--- src/rtl/midi_decoder_pkg.sv ---
// Shared MIDI command codes, status-nibble constants, parser states and the
// status-to-data-length helper used by the decoder and its classifier.
package midi_decoder_pkg;

  localparam int MIDI_CMD_SIZE = 4;

  localparam logic [3:0] MIDI_CMD_NONE        = 4'd0;
  localparam logic [3:0] MIDI_CMD_NOTE_OFF    = 4'd1;
  localparam logic [3:0] MIDI_CMD_NOTE_ON     = 4'd2;
  localparam logic [3:0] MIDI_CMD_AFTERTOUCH  = 4'd3;
  localparam logic [3:0] MIDI_CMD_CTRL_CHG    = 4'd4;
  localparam logic [3:0] MIDI_CMD_PATCH_CHG   = 4'd5;
  localparam logic [3:0] MIDI_CMD_CH_PRESSURE = 4'd6;
  localparam logic [3:0] MIDI_CMD_PITCH_BEND  = 4'd7;
  localparam logic [3:0] MIDI_CMD_SYS_COMMON  = 4'd8;
  localparam logic [3:0] MIDI_CMD_SYS_RT      = 4'd9;

  localparam logic [3:0] ST_NOTE_OFF    = 4'h8;
  localparam logic [3:0] ST_NOTE_ON     = 4'h9;
  localparam logic [3:0] ST_AFTERTOUCH  = 4'hA;
  localparam logic [3:0] ST_CTRL_CHG    = 4'hB;
  localparam logic [3:0] ST_PATCH_CHG   = 4'hC;
  localparam logic [3:0] ST_CH_PRESSURE = 4'hD;
  localparam logic [3:0] ST_PITCH_BEND  = 4'hE;
  localparam logic [3:0] ST_SYSTEM      = 4'hF;

  typedef enum logic [1:0] {
    S_IDLE    = 2'd0,
    S_WAIT_D0 = 2'd1,
    S_WAIT_D1 = 2'd2,
    S_SYSEX   = 2'd3
  } state_e;

  function automatic logic [1:0] data_len(input logic [7:0] status);
    logic [1:0] len;
    len = 2'd0;
    case (status[7:4])
      ST_NOTE_OFF, ST_NOTE_ON, ST_AFTERTOUCH, ST_CTRL_CHG, ST_PITCH_BEND: len = 2'd2;
      ST_PATCH_CHG, ST_CH_PRESSURE: len = 2'd1;
      ST_SYSTEM: begin
        case (status[3:0])
          4'h1, 4'h3: len = 2'd1;
          4'h2:       len = 2'd2;
          default:    len = 2'd0;
        endcase
      end
      default: len = 2'd0;
    endcase
    return len;
  endfunction

endpackage

--- src/rtl/midi_decoder_classify.sv ---
// Combinational status-byte classifier: command code, data-byte count and
// the special-status flags the decoder FSM branches on.
module midi_decoder_classify
  import midi_decoder_pkg::*;
(
  input  logic [7:0] status_i,
  output logic [3:0] cmd_o,
  output logic [1:0] nbytes_o,
  output logic       is_rt_o,
  output logic       is_sysex_start_o,
  output logic       is_sysex_end_o,
  output logic       is_undef_o
);

  always_comb begin
    cmd_o            = MIDI_CMD_NONE;
    nbytes_o         = data_len(status_i);
    is_rt_o          = 1'b0;
    is_sysex_start_o = 1'b0;
    is_sysex_end_o   = 1'b0;
    is_undef_o       = 1'b0;
    case (status_i[7:4])
      ST_NOTE_OFF:    cmd_o = MIDI_CMD_NOTE_OFF;
      ST_NOTE_ON:     cmd_o = MIDI_CMD_NOTE_ON;
      ST_AFTERTOUCH:  cmd_o = MIDI_CMD_AFTERTOUCH;
      ST_CTRL_CHG:    cmd_o = MIDI_CMD_CTRL_CHG;
      ST_PATCH_CHG:   cmd_o = MIDI_CMD_PATCH_CHG;
      ST_CH_PRESSURE: cmd_o = MIDI_CMD_CH_PRESSURE;
      ST_PITCH_BEND:  cmd_o = MIDI_CMD_PITCH_BEND;
      ST_SYSTEM: begin
        // F8-FF are real-time; F0-F7 are system common / exclusive
        if (status_i[3]) begin
          cmd_o   = MIDI_CMD_SYS_RT;
          is_rt_o = 1'b1;
        end else begin
          cmd_o            = MIDI_CMD_SYS_COMMON;
          is_sysex_start_o = (status_i[3:0] == 4'h0);
          is_sysex_end_o   = (status_i[3:0] == 4'h7);
          is_undef_o       = (status_i[3:0] == 4'h4) || (status_i[3:0] == 4'h5);
        end
      end
      default: cmd_o = MIDI_CMD_NONE;
    endcase
  end

endmodule

--- src/rtl/midi_decoder.sv ---
// MIDI byte-stream parser: running status, real-time interleaving, SysEx
// skipping, optional channel filter; emits registered one-cycle messages.
module midi_decoder
  import midi_decoder_pkg::*;
#(
  parameter bit         OMNI        = 1'b1,
  parameter logic [3:0] CHANNEL     = 4'd0,
  parameter bit         VEL0_IS_OFF = 1'b1
) (
  input  logic       clk,
  input  logic       reset,
  input  logic       byte_rdy,
  input  logic [7:0] byte_data,
  output logic       midi_rdy,
  output logic [3:0] midi_cmd,
  output logic [3:0] midi_ch_sysn,
  output logic [6:0] midi_data0,
  output logic [6:0] midi_data1,
  output logic       err
);

  state_e     state_q, state_d;
  logic [3:0] st_cmd_q, st_cmd_d;
  logic [3:0] st_ch_q, st_ch_d;
  logic       st_two_q, st_two_d;
  logic       st_sys_q, st_sys_d;
  logic [6:0] data0_q, data0_d;

  logic       rdy_q, err_q, err_d;
  logic [3:0] cmd_q, ch_q;
  logic [6:0] d0_q, d1_q;

  logic [3:0] cls_cmd;
  logic [1:0] cls_len;
  logic       cls_rt, cls_sx_start, cls_sx_end, cls_undef;

  logic       emit;
  logic [3:0] e_cmd, e_ch, o_cmd;
  logic [6:0] e_d0, e_d1;
  logic       e_voice, rdy_d;

  midi_decoder_classify u_classify (
    .status_i         (byte_data),
    .cmd_o            (cls_cmd),
    .nbytes_o         (cls_len),
    .is_rt_o          (cls_rt),
    .is_sysex_start_o (cls_sx_start),
    .is_sysex_end_o   (cls_sx_end),
    .is_undef_o       (cls_undef)
  );

  always_comb begin
    state_d  = state_q;
    st_cmd_d = st_cmd_q;
    st_ch_d  = st_ch_q;
    st_two_d = st_two_q;
    st_sys_d = st_sys_q;
    data0_d  = data0_q;
    err_d    = 1'b0;
    emit     = 1'b0;
    e_cmd    = MIDI_CMD_NONE;
    e_ch     = 4'd0;
    e_d0     = 7'd0;
    e_d1     = 7'd0;
    if (byte_rdy) begin
      if (cls_rt) begin
        // Real-time bytes leave parser state and running status untouched
        emit  = 1'b1;
        e_cmd = MIDI_CMD_SYS_RT;
        e_ch  = byte_data[3:0];
      end else if (byte_data[7]) begin
        if (state_q == S_SYSEX && cls_sx_end) begin
          state_d = S_IDLE;
        end else begin
          if (state_q == S_WAIT_D1 || (state_q == S_WAIT_D0 && st_sys_q))
            err_d = 1'b1;
          if (cls_undef || cls_sx_end) begin
            err_d   = 1'b1;
            state_d = S_IDLE;
          end else if (cls_sx_start) begin
            state_d = S_SYSEX;
          end else if (cls_len == 2'd0) begin
            emit    = 1'b1;
            e_cmd   = cls_cmd;
            e_ch    = byte_data[3:0];
            state_d = S_IDLE;
          end else begin
            st_cmd_d = cls_cmd;
            st_ch_d  = byte_data[3:0];
            st_two_d = (cls_len == 2'd2);
            st_sys_d = (byte_data[7:4] == ST_SYSTEM);
            state_d  = S_WAIT_D0;
          end
        end
      end else begin
        case (state_q)
          S_IDLE: err_d = 1'b1;
          S_WAIT_D0: begin
            if (st_two_q) begin
              data0_d = byte_data[6:0];
              state_d = S_WAIT_D1;
            end else begin
              emit    = 1'b1;
              e_cmd   = st_cmd_q;
              e_ch    = st_ch_q;
              e_d0    = byte_data[6:0];
              state_d = st_sys_q ? S_IDLE : S_WAIT_D0;
            end
          end
          S_WAIT_D1: begin
            emit    = 1'b1;
            e_cmd   = st_cmd_q;
            e_ch    = st_ch_q;
            e_d0    = data0_q;
            e_d1    = byte_data[6:0];
            state_d = st_sys_q ? S_IDLE : S_WAIT_D0;
          end
          default: ;
        endcase
      end
    end
  end

  assign e_voice = (e_cmd >= MIDI_CMD_NOTE_OFF) && (e_cmd <= MIDI_CMD_PITCH_BEND);
  assign o_cmd   = (VEL0_IS_OFF && e_cmd == MIDI_CMD_NOTE_ON && e_d1 == 7'd0)
                   ? MIDI_CMD_NOTE_OFF : e_cmd;
  // Filtered voice messages are still parsed; only the strobe is withheld
  assign rdy_d   = emit && (OMNI || !e_voice || e_ch == CHANNEL);

  always_ff @(posedge clk or negedge reset) begin
    if (!reset) begin
      state_q  <= S_IDLE;
      st_cmd_q <= MIDI_CMD_NONE;
      st_ch_q  <= 4'd0;
      st_two_q <= 1'b0;
      st_sys_q <= 1'b0;
      data0_q  <= 7'd0;
      rdy_q    <= 1'b0;
      err_q    <= 1'b0;
      cmd_q    <= MIDI_CMD_NONE;
      ch_q     <= 4'd0;
      d0_q     <= 7'd0;
      d1_q     <= 7'd0;
    end else begin
      state_q  <= state_d;
      st_cmd_q <= st_cmd_d;
      st_ch_q  <= st_ch_d;
      st_two_q <= st_two_d;
      st_sys_q <= st_sys_d;
      data0_q  <= data0_d;
      rdy_q    <= rdy_d;
      err_q    <= err_d;
      if (rdy_d) begin
        cmd_q <= o_cmd;
        ch_q  <= e_ch;
        d0_q  <= e_d0;
        d1_q  <= e_d1;
      end
    end
  end

  assign midi_rdy     = rdy_q;
  assign err          = err_q;
  assign midi_cmd     = cmd_q;
  assign midi_ch_sysn = ch_q;
  assign midi_data0   = d0_q;
  assign midi_data1   = d1_q;

endmodule

--- config.mk ---
export PLATFORM = sky130hd
export DESIGN_NAME = midi_decoder
export DESIGN_NICKNAME = d
export VERILOG_FILES = /design/src/rtl/midi_decoder_pkg.sv /design/src/rtl/midi_decoder_classify.sv /design/src/rtl/midi_decoder.sv
export SDC_FILE = /design/constraint.sdc
export NUM_CORES = 1
export LEC_CHECK = 0
export ABC_AREA = 1
export BUFFER_PORTS_ARGS = -buffer_cell sky130_fd_sc_hd__buf_2
export CORE_MARGIN = 5
export CORE_UTILIZATION = 60
export CTS_CLUSTER_SIZE = 16
export DETAILED_ROUTE_END_ITERATION = 8
export PLACE_DENSITY = 0.88
export REMOVE_ABC_BUFFERS = 1
export SETUP_SLACK_MARGIN = 0.1
export SYNTH_ARGS = -nofsm -noshare
export SYNTH_HDL_FRONTEND = slang
export SYNTH_SLANG_ARGS = --single-unit
export TNS_END_PERCENT = 100
--- constraint.sdc ---
create_clock -name clk -period 4.2 [get_ports clk]
set_clock_uncertainty 0.05 [all_clocks]
set_input_delay 0.21 -clock clk [delete_from_list [all_inputs] [get_ports clk]]
set_output_delay 0.21 -clock clk [all_outputs]
set_load 0.02 [all_outputs]
**Yosys cells after proc, flatten, opt, wreduce, memory -nomap -nowiden**

Index checks and enable logic that the tools add are counted.

- Equal/unequal tests: 19
- Muxes and demuxes: 64
- Bitwise logic cells: 6
- Reduce and logical (&&, ||, !) cells: 17

Operators with widths:

| cell | count |
|---|---|
| 2-to-1 mux 4 bit | 17 |
| 2-to-1 mux 7 bit | 8 |
| == test 4 bit (second input constant) | 8 |
| case mux 4 bit (8 select lines) | 1 |
| 2-to-1 mux 1 bit | 26 |
| case mux 4 bit (2 select lines) | 2 |
| case mux 7 bit (2 select lines) | 1 |
| == test 4 x 2 -> 1 bit (second input constant) | 3 |
| == test 4 x 3 -> 1 bit (second input constant) | 3 |
| 2-to-1 mux 2 bit | 5 |
| case mux 2 bit (2 select lines) | 2 |
| logical NOT 7 bit | 1 |
| AND reduction 7 bit | 1 |
| == test 2 bit (second input constant) | 3 |
| inverter 1 bit | 6 |
| case mux 2 bit (3 select lines) | 1 |
| AND reduction 5 bit | 1 |
| OR reduction 5 bit | 1 |
| == test 4 x 1 -> 1 bit (second input constant) | 1 |
| logical NOT 2 bit | 2 |
| logical NOT 4 bit | 1 |
| OR reduction 2 bit | 2 |
| logical AND 1 bit | 3 |
| logical OR 1 bit | 3 |
| 4 further kinds | 4 |

- Register bits after elaboration: 43
- Input bits: 11
- Output and inout port bits: 24
- Word-level logic and storage cells: 118

**Longest topological paths before layout**

Gate-level depths: netlist of run 1.

- Word-level depth: 15
- Depth in mapped cells: 13
- Gate-level depth less buffers: 12

**Modules after synthesis**

A second synthesis of run 1 with hierarchy kept.

- Cell total of the unflattened synthesis: 295
- Area total of the unflattened synthesis: 2301.0 sq um

By module, submodules not included:

| module | instances | cells an instance | area each (sq um) | seq. area each (sq um) |
|---|---|---|---|---|
| midi_decoder | 1 | 263 | 2148.3 | 1076.0 |
| midi_decoder_classify | 1 | 32 | 152.6 | 0.0 |

**Least setup slack after synthesis of run 1**

OpenSTA, ideal clock, no wires.

- Path type: flip-flop to flip-flop
- Start point: register state_q[1]
- End point: register cmd_q[1], in the netlist midi_cmd[1]
- Setup time: 0.116 ns
- Data arrival time: 1.568 ns
- Data required time: 4.034 ns
- Slack: 2.465 ns
- Cell stages (with the launch flop): 12
- Buffers on the path: 0
- Clock period less this slack: 1.735 ns
- Cell sequence: dfrtp_1 > inv_1 > ha_1 > nand2_2 > a21oi_4 > inv_2 > nor3_1 > inv_1 > nor2_1 > nand3_1 > nand2_1 > nand2_1

- Longest elaborated chain between the ends: 9
- Elaborated cells on any way between the ends: 22
- Those cells by class: 4 x eq/ne; 15 x mux; 3 x reduce/logical

Ends and longest elaborated chain:

| what | line | source |
|---|---|---|
| from (decl) | midi_decoder.sv:22 | `state_e state_q, state_d;` |
| from (signal assigned) | midi_decoder.sv:145 | `state_q <= state_d;` |
| == test 2 bit | midi_decoder.sv:72 | `if (state_q == S_SYSEX && cls_sx_end) begin` |
| logical AND 1 bit | midi_decoder.sv:72 |  |
| 2-to-1 mux 4 bit | midi_decoder.sv:72 |  |
| 2-to-1 mux 4 bit | midi_decoder.sv:71 | `end else if (byte_data[7]) begin` |
| 2-to-1 mux 4 bit | midi_decoder.sv:66 | `if (cls_rt) begin` |
| 2-to-1 mux 4 bit | midi_decoder.sv:65 | `if (byte_rdy) begin` |
| == test 4 x 2 -> 1 bit | midi_decoder.sv:125 | `assign o_cmd = (VEL0_IS_OFF && e_cmd == MIDI_CMD_NOTE_ON && e_d1 == 7'd0)` |
| logical AND 1 bit | midi_decoder.sv:125 |  |
| 2-to-1 mux 4 bit | midi_decoder.sv:126 | `? MIDI_CMD_NOTE_OFF : e_cmd;` |
| to (signal assigned) | midi_decoder.sv:154 | `cmd_q <= o_cmd;` |
| to (decl) | midi_decoder.sv:30 | `logic [3:0] cmd_q, ch_q;` |

Parallel ways exist; a longest one is shown, timed or not.
A chain may end at the register's enable or synchronous reset.

**Worst setup path after layout of run 1**

- Start point: register state_q[0]
- End point: register cmd_q[1], in the netlist midi_cmd[1]

Same word-level chain as after synthesis.

==> reports/qor.txt, run 1 <==
Post-Place Cells = 338
Tmin final = 2.35 ns
Comb power frac = 32.5%
Critical Path Sink Type = register
DP HPWL = 3.41 mm
clk buf depth = 2
nets = 312
Post-CTS Hold Fix Bufs = 0
Leakage = 1.33 nW
power per cell area = 549 nW/um^2
synthesized area = 2210 sq um
crit-path cells = inv_1 -> ha_1 -> inv_1 -> a21oi_4 -> inv_2 -> nor3_1 -> inv_1 -> nor2_1 -> nand3_1 -> nand2_1 -> nand2_1
DIE HEIGHT = 70.7 um
initial antenna violation count = 0
Vias = 1889
Final setup viols = 0
sequential share of power = 43.1%
RSZ-0062 raised after global routing = no
fraction of layout cells with a size suffix above 1 = 22.5%
io pins = 35
Critical Path RT = 4.35 ns
post-cts resize count = 0
CP max-delay cell = dfrtp_1
CTS tree = yes
cells after synthesis = 265
TritonCTS Buffers = 5
Avg Inst Size Synth = 8.34 sq um
die area = 5000 sq um
worst vdd ir = 0.000261 V
post-layout instance area = 2490 sq um
Min-Delay Path Class = input pin to async pin
worst rel slew slack = 36.5%
period utilization = 55.9%
switching power = 506 uW
CTS clk-pin slew, worst paths = 0.08 ns
number of global-route vias before repair = 1846
worst slew pin tran = 0.953 ns
DRT iter0 DRCs = 212
global-route wire length before repair = 8.55 mm
Min Hold Slack = 0.00195 ns
Pint = 861 uW
final std cells w/o fill = 346
DRC = 0
Die X = 70.7 um
Arr. time, crit path = 2.50 ns
Synth-to-Final Area Change = 12.7%
pin count of the biggest net entering global routing = 44
#FFs+latches synth = 43
gr ovfl total = 0
Fill cells = 297
Max Clk Rate = 426 MHz
CTS root buf = clkbuf_8
post-synth cell types = 33
Global Route Usage Sum = 21.6%
Clock Sinks = 43
Cell Area, Placed = 2370 sq um
crit path kind = register to register
WL per Instance = 14.6 um
# diodes = 0
CP most frequent cell = inv_1
slowest cell delay on critical path = 0.41 ns
Detailed Routing Iterations Pass 1 = 5
Critical Path Fanout Max = 11
Max Cap Viol = 0
Final Util = 69.0%
Final TNS setup = 0 ns
Initial Util = 61.3%
vias per cell = 5.46
post-CTS setup-driven buffer insertion count = 0
H-tree Lvls = 2
switching part of the total = 37.0%
row count = 22
status = completed
CP Launch Type = register
ANT nets after route = 0
Final Hold Vio Count = 0
max-slew violation count = 0
Clock Latency Late Sink = 0.30 ns
Port Buf Inserts = 34
register area share after synthesis = 48.7%
final WL = 5.07 mm
clock power share = 24.4%
GPL Wtd Cong = 0.857
core area = 3610 sq um
YS warnings = 0
==> area by class of cell <==
class / instances / area (sq um) / share of cell area (%)
multi-input combinational: 190 / 975 / 39.1
clock buffer: 6 / 82.6 / 3.32
inverter: 23 / 91.3 / 3.67
sequential: 43 / 1080 / 43.2
clock inverter: 2 / 35.0 / 1.41
tap: 48 / 60.1 / 2.41
timing repair buffer: 34 / 170 / 6.83
==> synthesized netlist by cell type <==
cell / n / area (sq um)
nand2_1: 80 / 300
dfrtp_1: 43 / 1080
o21ai_0: 25 / 125
nor2_1: 20 / 75.1
inv_1: 17 / 63.8
nand3_1: 15 / 75.1
a21oi_1: 13 / 65.1
nor3_1: 6 / 30.0
nand2_2: 5 / 31.3
ha_1: 4 / 50.1
inv_2: 4 / 15.0
o21ai_2: 4 / 35.0
buf_2: 3 / 15.0
nand2_4: 3 / 33.8
buf_6: 2 / 22.5
clkbuf_1: 2 / 7.51
nor2_2: 2 / 12.5
o21ai_1: 2 / 10.0
a211oi_1: 1 / 7.51
a21oi_4: 1 / 16.3
a22oi_1: 1 / 7.51
buf_4: 1 / 7.51
buf_8: 1 / 15.0
clkinv_1: 1 / 3.75
clkinv_4: 1 / 8.76
nand2_8: 1 / 20.0
nand4_1: 1 / 6.26
nand4_2: 1 / 12.5
nand4_4: 1 / 21.3
nor2_4: 1 / 11.3
o31ai_1: 1 / 7.51
o31ai_2: 1 / 12.5
xor2_1: 1 / 8.76
==> metal layers <==
metal  part of all wire (%)  vias to the layer above  global-route usage (%)
met3                    8.8                       10                    5.11
met2                     48                       83                    34.5
met4                    1.9                        0                    8.14
met1                     42                      879                    28.7
li1                       -                      917                       -
met5                      0                        -                       0
==> metrics by stage <==
step,setup slack [ns],power (mW)
after floorplan,2.32,0.887
after global placement,2.02,1.01
after detailed placement,1.91,1.03
after CTS,1.89,1.37
after global routing,1.63,1.45
final,1.85,1.37
==> worst max-delay path: cells and delay by family, from the launching register on <==
family                     cells  cell delay (ns)
AOI/OAI and AO/OA              1             0.30
DFF                            1             0.41
buffers and inverters          4             0.44
and+or+nand+nor                5             0.63
adders and majority gates      1             0.41
==> cell families (layout without fill, tap and decap cells) <==
family,Yosys count,in the layout,synth area share (%)
AOI/OAI and AO/OA,49,49,13.0
DFF,43,43,48.7
adders and majority gates,4,4,2.27
and+or+nand+nor,136,136,28.5
buffers and inverters,32,65,7.19
xor gates and xnor gates,1,1,0.396
==> flip-flops by register name (all words and copies together), names as in the netlist <==
name	count
data0_q	7
err	1
midi_ch_sysn	4
midi_cmd	4
midi_data0	7
midi_data1	7
midi_rdy	1
st_ch_q	4
st_cmd_q	4
st_sys_q	1
st_two_q	1
state_q	2
==> power by group through the flow <==
| stage | logic, mW | clock network (mW) | registers (mW) |
|---|---|---|---|
| after global placement | 0.425 | 0 | 0.588 |
| after detailed placement | 0.439 | 0 | 0.593 |
| after global routing | 0.494 | 0.352 | 0.603 |
| final | 0.444 | 0.334 | 0.589 |
| after CTS | 0.445 | 0.336 | 0.587 |
| after floorplan | 0.220 | 0 | 0.667 |
==> worst paths after layout <==
check / depth (start not counted) / from / endpoint / slack, ns
setup reg to reg: 11 / state_q[0] / midi_cmd[1] / 1.85
hold reg to reg: 2 / midi_data1[1] / midi_data1[1] / 0.42
setup / recovery: 11 / state_q[0] / midi_cmd[1] / 1.85
hold / removal: 1 / reset / data0_q[0] / 0.002
max in group asynchronous: 1 / reset / midi_ch_sysn[1] / 3.50
min in group clk: 4 / byte_data[0] / err / 0.20
==> placed cells by master (no fill, tap or decap), drive strengths merged, types with 4 or more instances in the layout <==
cell,Yosys,routed
dfrtp,43,43
a21oi,14,14
ha,4,4
nor2,23,23
buf,7,34
clkbuf,2,6
o21ai,31,31
nand2,89,89
nand3,15,15
inv,21,21
nor3,6,6
No activity file was read; power rests on OpenSTA's default activity.
==> run 2: changes to the inputs <==
--- a/config.mk
+++ b/config.mk
@@ -8,10 +8,10 @@
 export ABC_AREA = 1
 export BUFFER_PORTS_ARGS = -buffer_cell sky130_fd_sc_hd__buf_2
 export CORE_MARGIN = 5
-export CORE_UTILIZATION = 60
+export CORE_UTILIZATION = 50
 export CTS_CLUSTER_SIZE = 16
 export DETAILED_ROUTE_END_ITERATION = 8
-export PLACE_DENSITY = 0.88
+export PLACE_DENSITY = 0.79
 export REMOVE_ABC_BUFFERS = 1
 export SETUP_SLACK_MARGIN = 0.1
 export SYNTH_ARGS = -nofsm -noshare
==> constraint.sdc (replaced) <==
create_clock -name clk -period 1.95 [get_ports clk]
set_clock_uncertainty 0.05 [all_clocks]
set_input_delay 0.0975 -clock clk [delete_from_list [all_inputs] [get_ports clk]]
set_output_delay 0.0975 -clock clk [all_outputs]
set_load 0.02 [all_outputs]
==> run 2 against run 1 <==
  * Non-clock buffer count rose by 10
  * Wire length rose by 4.0%
  * Global-route usage fell by 3.4 points
  * Count of clock-buffer cells in the layout did not move
  * Highest routed layer unchanged
  * Sequential share of layout area fell by 2.7 points
  * Combinational power rose by 140%
  * Total power rose by 120%
==> reports/qor.txt, run 2 (synthesis gave the netlist of run 1 again) <==
worst r2r path cells = 13 (+2)
clock power share = 23.7% (-0.7 points)
Final setup viols = 0 (unchanged)
Final Util = 61.4% (-7.7 points)
worst slew pin tran = 0.548 ns (-0.405 ns)
max-slew violation count = 0 (unchanged)
Fill cells = 396 (+33%)
global-route wire length before repair = 8.83 mm (+3.3%)
ANT nets after route = 0 (unchanged)
Leakage = 1.38 nW (+4.0%)
Global Route Usage Sum = 18.3% (-3.4 points)
Arr. time, crit path = 1.92 ns (-0.58 ns)
Die X = 76.5 um (+8.2%)
gr ovfl total = 0 (unchanged)
GPL Wtd Cong = 0.862 (+0.67%)
CP max-delay cell = dfrtp_1
Worst Hold End = midi_data1[4]
Clock Sinks = 43 (unchanged)
clk buf depth = 2 (unchanged)
period utilization = 91.1% (+35 points)
CP Launch Type = register
core area = 4320 sq um (+20%)
Port Buf Inserts = 34 (unchanged)
slowest cell delay on critical path = 0.41 ns (about the same)
CTS clk-pin slew, worst paths = 0.08 ns (about the same)
Critical Path Sink Type = register
Synth-to-Final Area Change = 20.1%
Critical Path RT = 2.09 ns (-2.26 ns)
number of global-route vias before repair = 1843 (-0.16%)
post-route setup slack = 0.173 ns (-1.68 ns)
H-tree Lvls = 2 (unchanged)
sequential share of power = 41.5% (-1.6 points)
Detailed Routing Iterations Pass 1 = 5 (unchanged)
# diodes = 0 (unchanged)
crit path kind = register to register
vias per cell = 5.39 (-1.3%)
most common cell after layout, fill and taps aside = nand2_1
switching power = 1.14 mW (+130%)
Critical Path Fanout Max = 8 (-3)
Min-Delay Path Class = input pin to register
CTS root buf = clkbuf_8
final WL = 5.27 mm (+4.0%)
Comb power frac = 34.8% (+2.3 points)
power per cell area = 1150 nW/um^2 (+110%)
delay-heaviest family, CP = simple AND/OR/NAND/NOR gates
reg2reg setup slack = 0.17 ns (-1.68 ns)
CTS tree = yes
DP HPWL = 3.72 mm (+9.1%)
Tmin final = 1.78 ns (-0.572 ns)
fraction of layout cells with a size suffix above 1 = 29.5% (+7.1 points)
initial antenna violation count = 0 (unchanged)
hold depth = 3
DRT iter0 DRCs = 177 (-17%)
Max Cap Viol = 0 (unchanged)
status = completed
crit path buf inv count = 2 (-2)
crit-path cells = buf_4 -> ha_4 -> nand2_4 -> a21oi_4 -> buf_6 -> nand2_1 -> nand2_2 -> nand2_1 -> nand2_1 -> nor2_2 -> nand3_2 -> nand2_1 -> nand2_1
die area = 5850 sq um (+17%)
row count = 24 (+9.1%)
hold_sp = byte_data[4]
Pint = 1.92 mW (+120%)
Final TNS setup = 0 ns (unchanged)
Vias = 1940 (+2.7%)
Crit path depth = 13 (+2)
r2r startpoint = state_q[0]
Max Clk Rate = 563 MHz (+32%)
WL per Instance = 14.6 um (about the same)
DRC = 0 (unchanged)
RSZ-0062 raised after global routing = no
worst rel slew slack = 63.5% (+27 points)
io pins = 35 (unchanged)
commonest cells after routing, fill and taps aside = nand2_1, dfrtp_1, buf_2
worst vdd ir = 0.000448 V (+72%)
reg2reg end = midi_cmd[1]
switching part of the total = 37.2% (+0.16 points)
nets = 322 (+3.2%)
Clock Latency Late Sink = 0.30 ns (about the same)
CP most frequent cell = nand2_1
pre-CTS setup slack = 0.126 ns (-1.78 ns)
Final Hold Vio Count = 0 (unchanged)
pin count of the biggest net entering global routing = 44 (unchanged)
TritonCTS Buffers = 5 (unchanged)
Initial Util = 51.1% (-10 points)
DIE HEIGHT = 76.5 um (+8.2%)
[run 2: changes by cell type in the layout (fill, tap and decap cells not counted), moves of 2 or more]
cell,before,now
inv_2,4,6
nor2_1,20,18
inv_1,17,15
nor2_2,2,4
nand2_1,80,78
ha_4,0,2
nand3_1,15,11
ha_1,4,1
nand3_2,0,4
buf_4,0,8
[run 2: worst max path at each step]
stage / startpoint / to
floorplan: state_q[0] / midi_cmd[1]
global placement: state_q[1] / midi_cmd[1]
detailed placement: state_q[1] / midi_cmd[1]
CTS: state_q[1] / midi_cmd[0]
global route: state_q[1] / midi_cmd[1]
finish: state_q[0] / midi_cmd[1]
[run 2: final cells by class]
type | count | area (sq um) | share of cell area (%)
clock buffer | 6 | 82.6 | 3.11
sequential | 43 | 1080 | 40.5
inverter | 23 | 91.3 | 3.44
tap | 52 | 65.1 | 2.45
timing repair buffer | 44 | 251 | 9.48
clock inverter | 2 | 35.0 | 1.32
multi-input combinational | 190 | 1050 | 39.7
[run 2: worst reg2reg max path: stages, from the launching register on]
cell	delay (ns)
dfrtp_1	0.41
buf_4	0.15
ha_4	0.17
nand2_4	0.10
a21oi_4	0.07
buf_6	0.13
nand2_1	0.07
nand2_2	0.07
nand2_1	0.06
nand2_1	0.06
nor2_2	0.12
nand3_2	0.10
nand2_1	0.07
nand2_1	0.05
[run 2: layer usage]
layer	global-route usage, %	wire, um	vias up
met5	0	0	-
met4	4.37	83	0
met3	4.73	404	10
met2	29.1	2480	91
met1	24.8	2310	901
li1	-	-	938
[run 2: through the flow]
stage               power [mW]  hold slack, ns  cells  cell area (sq um)
floorplan                 1.91          -0.248    256               2140
global placement          2.21           0.147    349               2430
detailed placement        2.25           0.156    349               2430
CTS                       2.98          0.0845    358               2560
global route              3.25          0.0390    360               2650
finish                    3.06          0.0515    360               2650
[run 2: power groups by stage]
stage	clock, mW	sequential [mW]	combinational, mW
detailed placement	0	1.28	0.971
floorplan	0	1.44	0.473
global placement	0	1.27	0.939
global route	0.772	1.31	1.17
finish	0.725	1.27	1.07
CTS	0.733	1.27	0.978
[run 2: what timing repair did]
item,4_1_cts,5_1_grt
endpoints found under the hold margin,43,0
pin swaps,0,4
buffers inserted,0,2
endpoints found under the setup margin,2,6
hold buffers,1,0
gates resized for setup,1,18
cloned,0,0
==> run 3: changes to the inputs <==
--- a/config.mk
+++ b/config.mk
@@ -12,7 +12,6 @@
 export CTS_CLUSTER_SIZE = 16
 export DETAILED_ROUTE_END_ITERATION = 8
 export PLACE_DENSITY = 0.79
-export REMOVE_ABC_BUFFERS = 1
 export SETUP_SLACK_MARGIN = 0.1
 export SYNTH_ARGS = -nofsm -noshare
 export SYNTH_HDL_FRONTEND = slang
==> run 3 against run 2 <==
  * Sequential power about the same
  * Flip-flop and latch count unchanged
  * Sequential share of layout area up 0.76 points
  * First-iteration DRC count down 4.0%
  * Largest cell class unchanged
  * Count of clock-buffer cells in the layout unchanged
  * Clock power down 30%
  * Setup slack better by 0.022 ns
==> reports/qor.txt, run 3 (synthesis gave the netlist of run 1 again) <==
status = completed
Comb power frac = 37.5% (+2.7 points)
Tmin final = 1.76 ns (-0.0218 ns)
row count = 24 (unchanged)
nets = 324 (+0.62%)
Final TNS setup = 0 ns (unchanged)
max-slew violation count = 0 (unchanged)
number of global-route vias before repair = 1816 (-1.5%)
Global Route Usage Sum = 17.9% (-0.38 points)
io pins = 35 (unchanged)
H-tree Lvls = 2 (unchanged)
core area = 4320 sq um (unchanged)
gr ovfl total = 0 (unchanged)
Critical Path Sink Type = register
Port Buf Inserts = 34 (unchanged)
vias per cell = 5.27 (-2.2%)
TritonCTS Buffers = 5 (unchanged)
GPL Wtd Cong = 0.814 (-5.6%)
die area = 5850 sq um (unchanged)
final WL = 5.06 mm (-4.0%)
pin count of the biggest net entering global routing = 44 (unchanged)
clock power share = 17.9% (-5.8 points)
worst slew pin tran = 0.506 ns (-0.0421 ns)
crit path capture = midi_cmd[1]
Post-Place Cells = 350 (+0.29%)
worst vdd ir = 0.000409 V (-8.6%)
final std cells w/o fill = 360 (unchanged)
Final Util = 60.2% (-1.1 points)
RSZ-0062 raised after global routing = no
reg2reg setup slack = 0.19 ns (+0.02 ns)
Critical Path Fanout Max = 7 (-1)
clk buf depth = 2 (unchanged)
period utilization = 90.0% (-1.1 points)
# diodes = 0 (unchanged)
crit path kind = register to register
initial antenna violation count = 0 (unchanged)
Vias = 1898 (-2.2%)
Fill cells = 392 (-1.0%)
CP Launch Type = register
Arr. time, crit path = 1.89 ns (-0.03 ns)
worst r2r path cells = 13 (unchanged)
DIE HEIGHT = 76.5 um (unchanged)
DRC = 0 (unchanged)
Multi-input gate area = 1020 sq um (-2.6%)
global-route wire length before repair = 8.57 mm (-3.0%)
fraction of layout cells with a size suffix above 1 = 26.9% (-2.6 points)
Max Cap Viol = 0 (unchanged)
sequential share of power = 44.6% (+3.1 points)
most common cell after layout, fill and taps aside = nand2_1
Max Clk Rate = 570 MHz (+1.2%)
Pint = 1.76 mW (-8.4%)
Clock Latency Late Sink = 0.29 ns (about the same)
Net Count, Synth = 280
Detailed Routing Iterations Pass 1 = 5 (unchanged)
worst rel slew slack = 66.0% (+2.5 points)
Leakage = 1.37 nW (-0.92%)
reg2reg end = midi_cmd[1]
Critical Path RT = 2.09 ns (about the same)
crit path from = state_q[1]
power per cell area = 1100 nW/um^2 (-5.1%)
Clock Sinks = 43 (unchanged)
switching power = 1.09 mW (-4.3%)
Synth-to-Final Area Change = 17.9%
Initial Util = 51.1% (unchanged)
Min-Delay Path Class = input pin to register
Final setup viols = 0 (unchanged)
switching part of the total = 38.2% (+1.1 points)
CTS tree = yes
ANT nets after route = 0 (unchanged)
r2r startpoint = state_q[1]
Die X = 76.5 um (unchanged)
Final Hold Vio Count = 0 (unchanged)
CTS clk-pin slew, worst paths = 0.07 ns (about the same)
DP HPWL = 3.57 mm (-3.9%)
commonest cells after routing, fill and taps aside = nand2_1, dfrtp_1, buf_2
DRT iter0 DRCs = 170 (-4.0%)
FF/Latch Area = 1080 sq um (unchanged)
WL per Instance = 14.1 um (-4.0%)
CTS root buf = clkbuf_8
[run 3: area by class of cell]
cell class	count	share of cell area, %
sequential	43	41.3
multi-input combinational	190	39.3
clock buffer	6	2.79
timing repair buffer	46	10.6
inverter	23	3.51
tap	52	2.50
[run 3: per-layer routing]
layer  vias to the layer above  track usage [%]  wire length (um)
met1                       875             23.4              2220
met3                        11             3.90               353
met5                         -                0                 0
met4                         0             6.82                99
met2                        67             28.9              2390
li1                        945                -                 -
[run 3: repair_timing]
item / CTS / global route
hold buffers: 1 / 0
resized for setup: 0 / 11
setup endpoints to repair: 0 / 2
setup buffers: 0 / 3
hold endpoints to repair: 43 / 0
[run 3: stage by stage]
stage                     hold WS [ns]  total power [mW]  worst slack (ns)  area (sq um)
after floorplan                 -0.248              1.94             0.215          2210
after global placement          0.0343              2.22             0.205          2450
after detailed placement        0.0425              2.25             0.124          2450
after CTS                        0.102              2.76             0.108          2530
after global routing             0.115              3.05            0.0666          2610
final                            0.103              2.85             0.194          2610
[run 3: critical path, cell delays in order (launching register included)]
cell and delay (ns):
dfrtp_1 0.42, buf_4 0.16, ha_4 0.18, inv_2 0.08
a21oi_4 0.06, buf_4 0.16, nand2_1 0.05, nand2_1 0.06
nand2_1 0.06, nand2_1 0.05, nor2_1 0.08, nand3_1 0.11
nand2_1 0.08, nand2_1 0.04
[run 3: how the worst min path moves through the flow]
stage	slack [ns]	endpoint	from	cells past startpoint
CTS	0.10	midi_data1[4]	byte_data[4]	3
global placement	0.03	err	reset	2
global route	0.11	midi_data1[4]	byte_data[4]	3
finish	0.10	midi_data1[4]	byte_data[4]	3
detailed placement	0.04	data0_q[3]	reset	2
floorplan	-0.25	data0_q[0]	reset	0
[run 3: power by group through the flow]
stage	Combinational, mW	Sequential [mW]	Clock [mW]
6_report	1.07	1.27	0.510
3_5_place_dp	0.965	1.28	0
2_1_floorplan	0.505	1.44	0
5_1_grt	1.19	1.30	0.564
4_1_cts	0.974	1.27	0.522
3_3_place_gp	0.942	1.27	0
